**config.mk**
```make
export PLATFORM = sky130hd
export DESIGN_NAME = apb4_timer_irq_arb
export DESIGN_NICKNAME = d
export VERILOG_FILES = /design/src/rtl/apb4_timer_irq_arb.sv
export SDC_FILE = /design/constraint.sdc
export NUM_CORES = 1
export LEC_CHECK = 0
export ABC_AREA = 0
export CORE_ASPECT_RATIO = 1.25
export CORE_UTILIZATION = 31
export CTS_BUF_LIST = sky130_fd_sc_hd__clkbuf_8
export DETAILED_ROUTE_END_ITERATION = 16
export HOLD_SLACK_MARGIN = 0.03
export PLACE_DENSITY = 0.82
export SLEW_MARGIN = 20
export SYNTH_ARGS = -nofsm -noshare
export SYNTH_HDL_FRONTEND = slang
export SYNTH_SLANG_ARGS = --single-unit
export TNS_END_PERCENT = 1
```
**constraint.sdc**
```tcl
create_clock -name pclk -period 2.6 [get_ports pclk]
set_clock_uncertainty 0.2 [all_clocks]
set_input_delay 0.78 -clock pclk [delete_from_list [all_inputs] [get_ports pclk]]
set_output_delay 0.78 -clock pclk [all_outputs]
set_load 0.05 [all_outputs]
```
**src/rtl/apb4_timer_irq_arb.sv**
```systemverilog
// Claim/complete interrupt arbiter: edge-detects timer irq lines, masks and arbitrates them onto one CPU irq.
// Define TIMER_IRQ_ARB_RR_EN for round-robin arbitration; otherwise fixed priority, lowest index wins.
module apb4_timer_irq_arb #(
  parameter int unsigned SRC_NUM = 4,
  parameter int unsigned ID_W    = (SRC_NUM > 1) ? $clog2(SRC_NUM) : 1
) (
  input  logic               pclk,
  input  logic               preset,
  input  logic               psel,
  input  logic               penable,
  input  logic               pwrite,
  input  logic [31:0]        paddr,
  input  logic [31:0]        pwdata,
  output logic [31:0]        prdata,
  output logic               pready,
  output logic               pslverr,
  input  logic [SRC_NUM-1:0] src_i,
  output logic               irq_o
);

  typedef enum logic [1:0] {S_IDLE = 2'd0, S_ASSERT = 2'd1, S_CLAIMED = 2'd2} state_e;

  localparam logic [1:0] REG_PEND  = 2'b00;
  localparam logic [1:0] REG_MASK  = 2'b01;
  localparam logic [1:0] REG_CLAIM = 2'b10;
  localparam logic [1:0] REG_CMPL  = 2'b11;

  state_e             state_q, state_d;
  logic [SRC_NUM-1:0] src_q, pend_q, pend_d, mask_q, mask_d;
  logic [SRC_NUM-1:0] live, set_v, clr_v;
  logic [ID_W-1:0]    win_q, win_d, arb_id;
  logic [1:0]         sel;
  logic               rd_acc, wr_acc, claim, cmpl_wr, cmpl_ok;
  logic               unused_apb;

`ifdef TIMER_IRQ_ARB_RR_EN
  logic [ID_W-1:0]    ptr_q, ptr_d;
  int unsigned        rr_idx;
`endif

  assign sel     = paddr[3:2];
  assign rd_acc  = psel & penable & ~pwrite;
  assign wr_acc  = psel & penable & pwrite;
  assign live    = pend_q & mask_q;
  assign set_v   = src_i & ~src_q;
  assign claim   = rd_acc && (sel == REG_CLAIM) && (state_q == S_ASSERT);
  assign cmpl_wr = wr_acc && (sel == REG_CMPL);
  assign cmpl_ok = cmpl_wr && (state_q == S_CLAIMED) && (pwdata[ID_W-1:0] == win_q);
  assign pready  = 1'b1;
  assign irq_o   = (state_q == S_ASSERT);
  assign unused_apb = ^{paddr[31:4], paddr[1:0], pwdata};

  // Arbiter: the lowest offset from the search start wins (the loop runs downward so it overwrites).
  always_comb begin
    arb_id = '0;
`ifdef TIMER_IRQ_ARB_RR_EN
    rr_idx = 0;
    for (int i = int'(SRC_NUM) - 1; i >= 0; i--) begin
      rr_idx = 32'(i) + 32'(ptr_q);
      if (rr_idx >= SRC_NUM) rr_idx = rr_idx - SRC_NUM;
      if (live[rr_idx[ID_W-1:0]]) arb_id = rr_idx[ID_W-1:0];
    end
`else
    for (int i = int'(SRC_NUM) - 1; i >= 0; i--) begin
      if (live[i]) arb_id = ID_W'(i);
    end
`endif
  end

  always_ff @(posedge pclk or posedge preset) begin
    if (preset) state_q <= S_IDLE;
    else        state_q <= state_d;
  end

  always_comb begin
    state_d = state_q;
    case (state_q)
      S_IDLE:    if (|live) state_d = S_ASSERT;
      S_ASSERT: begin
        if (claim)              state_d = S_CLAIMED;
        else if (!live[win_q])  state_d = S_IDLE;
      end
      S_CLAIMED: if (cmpl_ok) state_d = S_IDLE;
      default:   state_d = S_IDLE;
    endcase
  end

  // Register updates and APB response; a new edge beats a same-cycle clear of the same bit.
  always_comb begin
    clr_v   = '0;
    mask_d  = mask_q;
    win_d   = win_q;
    prdata  = '0;
    pslverr = cmpl_wr & ~cmpl_ok;
`ifdef TIMER_IRQ_ARB_RR_EN
    ptr_d   = ptr_q;
    if (claim) ptr_d = (win_q == ID_W'(SRC_NUM - 1)) ? '0 : win_q + ID_W'(1);
`endif
    if (wr_acc && (sel == REG_PEND)) clr_v = pwdata[SRC_NUM-1:0];
    if (claim) clr_v[win_q] = 1'b1;
    pend_d = (pend_q & ~clr_v) | set_v;
    if (wr_acc && (sel == REG_MASK)) mask_d = pwdata[SRC_NUM-1:0];
    if ((state_q == S_IDLE) && (|live)) win_d = arb_id;
    if (rd_acc) begin
      case (sel)
        REG_PEND:  prdata = 32'(pend_q);
        REG_MASK:  prdata = 32'(mask_q);
        REG_CLAIM: prdata = (state_q == S_ASSERT) ? (32'h8000_0000 | 32'(win_q)) : 32'h0;
        default:   prdata = 32'h0;
      endcase
    end
  end

  always_ff @(posedge pclk or posedge preset) begin
    if (preset) begin
      src_q  <= '0;
      pend_q <= '0;
      mask_q <= '0;
      win_q  <= '0;
`ifdef TIMER_IRQ_ARB_RR_EN
      ptr_q  <= '0;
`endif
    end else begin
      src_q  <= src_i;
      pend_q <= pend_d;
      mask_q <= mask_d;
      win_q  <= win_d;
`ifdef TIMER_IRQ_ARB_RR_EN
      ptr_q  <= ptr_d;
`endif
    end
  end

endmodule
```
==> impl_metrics.csv, run 1 <==
group,metric,value,unit
drt,dr.pass1.iters,4,
sta,rsz0062_at_grt,"true",
worst_setup_path,crit_family,"simple AND/OR/NAND/NOR gates",
worst_setup_path,slowest_stage,"or4b_4",
worst_setup_path,max_stage_delay,0.52,ns
synthesis,synthArstFlopShare,100,%
drt,ant_nets,0,
place,dp_hpwl,1.83,mm
synthesis,yosys_register_bits,16,
drt,vias,891,
min_path,hp-class,"flop to flop",
place,pre_cts_slack,-0.665,ns
sta,finalHoldViolations,0,
sta,fin_crit_sh,104,%
global_route,overflow,0,
synthesis,syn_avg_cell_area,9.16,sq um
clock_tree,cts_tree,"built",
place,gp_congestion,0.915,
die,fp.dieH,69.9,microns
sta,period_needed,2.72,ns
layout,nets,230,
clock_tree,cts.sinks,16,
synthesis,yosysSeqAreaShare,35.0,%
status,outcome,"finished with violations",
worst_setup_path,critPathCaptureType,"primary output",
sta,fmax,368,MHz
clock_tree,clock_path_buffers,2,
sta,final.setup.tns,-0.237,ns
clock_tree,cts_buffers,3,
pwr,power_leakage,0.687,nW
clock_tree,h-tree-depth,1,
run,max-cap-violations,0,
global_route,grt_first_pass_wirelength,4.04,mm
pwr,vdd_drop_max,0.452,mV
die,fp-row-count,24,
synthesis,synth_top_cells_by_area,"dfrtp_1 (35%), buf_4 (20%), mux2_2 (4.9%)",
worst_setup_path,setup.worst_path.start_class,"primary input",
clock_tree,clk_pin_slew_worst_paths,0.06,ns
die,pin_count,108,
drt,first_iter_violations,19,
sta,slew_headroom,57.9,%
synthesis,synth_area,0.00114,sq mm
clock_tree,root_buffer,"clkbuf_8",
layout,multi_input_area,664,sq um
clock_tree,clk_latency,0.24,ns
worst_setup_path,worstPathMaxFanout,2,
layout,antennaDiodeCount,0,
sta,final.setup.worst_slack,-0.116,ns
worst_setup_path,worstSetupPathType,"primary input to primary output",
drt,drc,0,
synthesis,ys.flop_type,"dfrtp_1",
die,start_util,32.6,%
die,die_area,0.00394,sq mm
worst_setup_path,crit_buf_inv,3,
global_route,track_usage,12.7,%
synthesis,synth_edf_count,0,
synthesis,yosysWarnings,0,
synthesis,synth_top_area_cell,"dfrtp_1",
die,core_area,0.00351,sq mm
sta,setup_viol,5,
global_route,antenna_found_initial,0,
drt,wl_per_cell,12.4,microns
layout,area_growth_syn_to_layout,34.5,%
sta,slew_violations,0,
synthesis,synth_cell_type_count,33,
drt,finalWirelength,2.40,mm
global_route,grt_max_degree,17,
drt,vias_per_cell,4.59,
pwr,p_per_area,683,mW/mm^2
layout,nFillCells,344,
worst_setup_path,cp.required,1.62,ns
layout,drive_above_1_share,35.5,%
die,fp.dieW,56.4,microns
worst_setup_path,critical_path_arrival,1.74,ns
worst_setup_path,path_cells,"clkdlybuf4s15_2 -> or4b_4 -> clkinvlp_4 -> buf_12",
place,io_buffers,21,
layout,register_area,400,sq um
synthesis,synth_top_area_share,35.0,%
global_route,first_global_vias,920,
sta,worst_pin_slew,0.630,ns
synthesis,syn_inst,125,
status,failed_checks,"negative setup slack",
==> path summary, 6_finish.rpt <==
| check | from | endpoint | slack (ns) | cells past startpoint |
|---|---|---|---|---|
| max | pwrite | prdata[31] | -0.12 | 4 |
| min | src_q[0] | pend_q[0] | 0.24 | 1 |
| max reg2reg | state_q[1] | pend_q[2] | 0.67 | 5 |
| min reg2reg | src_q[0] | pend_q[0] | 0.24 | 1 |
| max in group asynchronous | preset | src_q[1] | 1.07 | 2 |
| min in group asynchronous | preset | mask_q[3] | 0.72 | 2 |
==> where the power goes <==
part,switching (mW),total [mW],internal (mW)
clock,0.0810,0.184,0.103
sequential,0.0792,0.380,0.300
combinational,0.293,0.489,0.196
==> kinds of logic after synthesis <==
logic type	share of synthesized area [%]
AO/OA/AOI/OAI	11.9
multiplexers	8.63
AND/OR/NAND/NOR	18.0
flip-flops	35.0
buffers and inverters	24.3
XOR/XNOR	1.53
other	0.656
==> through the flow <==
step	area [sq um]	power, mW	hold slack (ns)	util (%)	std cells
finish	1540	1.05	0.237	43.8	194
global route	1540	1.11	0.241	43.8	194
CTS	1530	1.05	0.237	43.7	195
detailed placement	1440	0.824	0.231	41.0	189
global placement	1440	0.807	0.213	41.0	189
floorplan	1320	0.758	0.210	-	151
==> final cells by class <==
cell class / count / share of cell area, %
well taps: 39 / 3.17
repair buffers: 35 / 23.1
clock buffers: 3 / 2.68
inverters: 7 / 1.95
flip-flops and latches: 16 / 26.0
multi-input cells: 94 / 43.1
==> state kept, by name (all words and copies together), names as in the netlist <==
| register | cells |
|---|---|
| mask_q | 4 |
| pend_q | 4 |
| src_q | 4 |
| state_q | 2 |
| win_q | 2 |
==> cell usage in the layout (no fill, tap or decap), types with 2 or more instances in the layout <==
master	n
conb_1	28
buf_4	18
dfrtp_1	16
nand2_1	12
o21ai_0	7
clkdlybuf4s50_1	7
inv_1	6
mux2_2	5
buf_12	5
o22ai_1	4
nor2_1	3
a21oi_1	3
clkbuf_8	3
clkdlybuf4s15_2	3
xor2_2	2
nor3b_2	2
and2b_1	2
a31oi_1	2
nor2_2	2
a2bb2oi_2	2
nor3_4	2
mux2i_1	2
nor4_4	2
==> synth_stat cells (2+ instances only) <==
cell	number
o22ai_1	4
nor3b_2	2
buf_2	2
nor4_1	2
o21ai_0	7
dfrtp_1	16
a2bb2oi_1	2
buf_4	30
conb_1	2
nand2_1	13
xor2_1	2
mux2i_1	2
a31oi_1	2
a21oi_1	3
inv_1	7
mux2_2	5
nor3_1	3
nor2_1	5
and2b_1	2
==> what timing repair did <==
item	CTS	global route
buffers inserted	3	0
pin swaps	6	2
hold buffers	0	0
endpoints found under the setup margin	6	6
gates resized for setup	33	5
==> per-layer routing <==
layer | up-vias | share of wire [%] | track usage [%]
met5 | - | 0 | 0
met4 | 0 | 2.2 | 5.96
met1 | 425 | 39 | 15.0
met3 | 6 | 3.9 | 1.30
li1 | 427 | - | -
met2 | 33 | 55 | 22.9
No activity file was read; power rests on OpenSTA's default activity.
==> run 2: changes to the inputs <==
==> constraint.sdc (replaced) <==
create_clock -name pclk -period 2.55 [get_ports pclk]
set_clock_uncertainty 0.2 [all_clocks]
set_input_delay 0.765 -clock pclk [delete_from_list [all_inputs] [get_ports pclk]]
set_output_delay 0.765 -clock pclk [all_outputs]
set_load 0.05 [all_outputs]
==> results of run 2 <==
The final DEF is identical to that of run 1. Status: finished with violations: negative setup slack.
Among the figures that moved: setup slack after placement -0.665 ns -> -0.685 ns; setup slack after layout -0.116 ns -> -0.136 ns; setup TNS -0.237 ns -> -0.356 ns; number of setup violations in the final report 5 -> 6; register-to-register setup slack 0.67 ns -> 0.62 ns; total power 1.05 mW -> 1.07 mW; worst IR drop on VDD 0.452 mV -> 0.461 mV
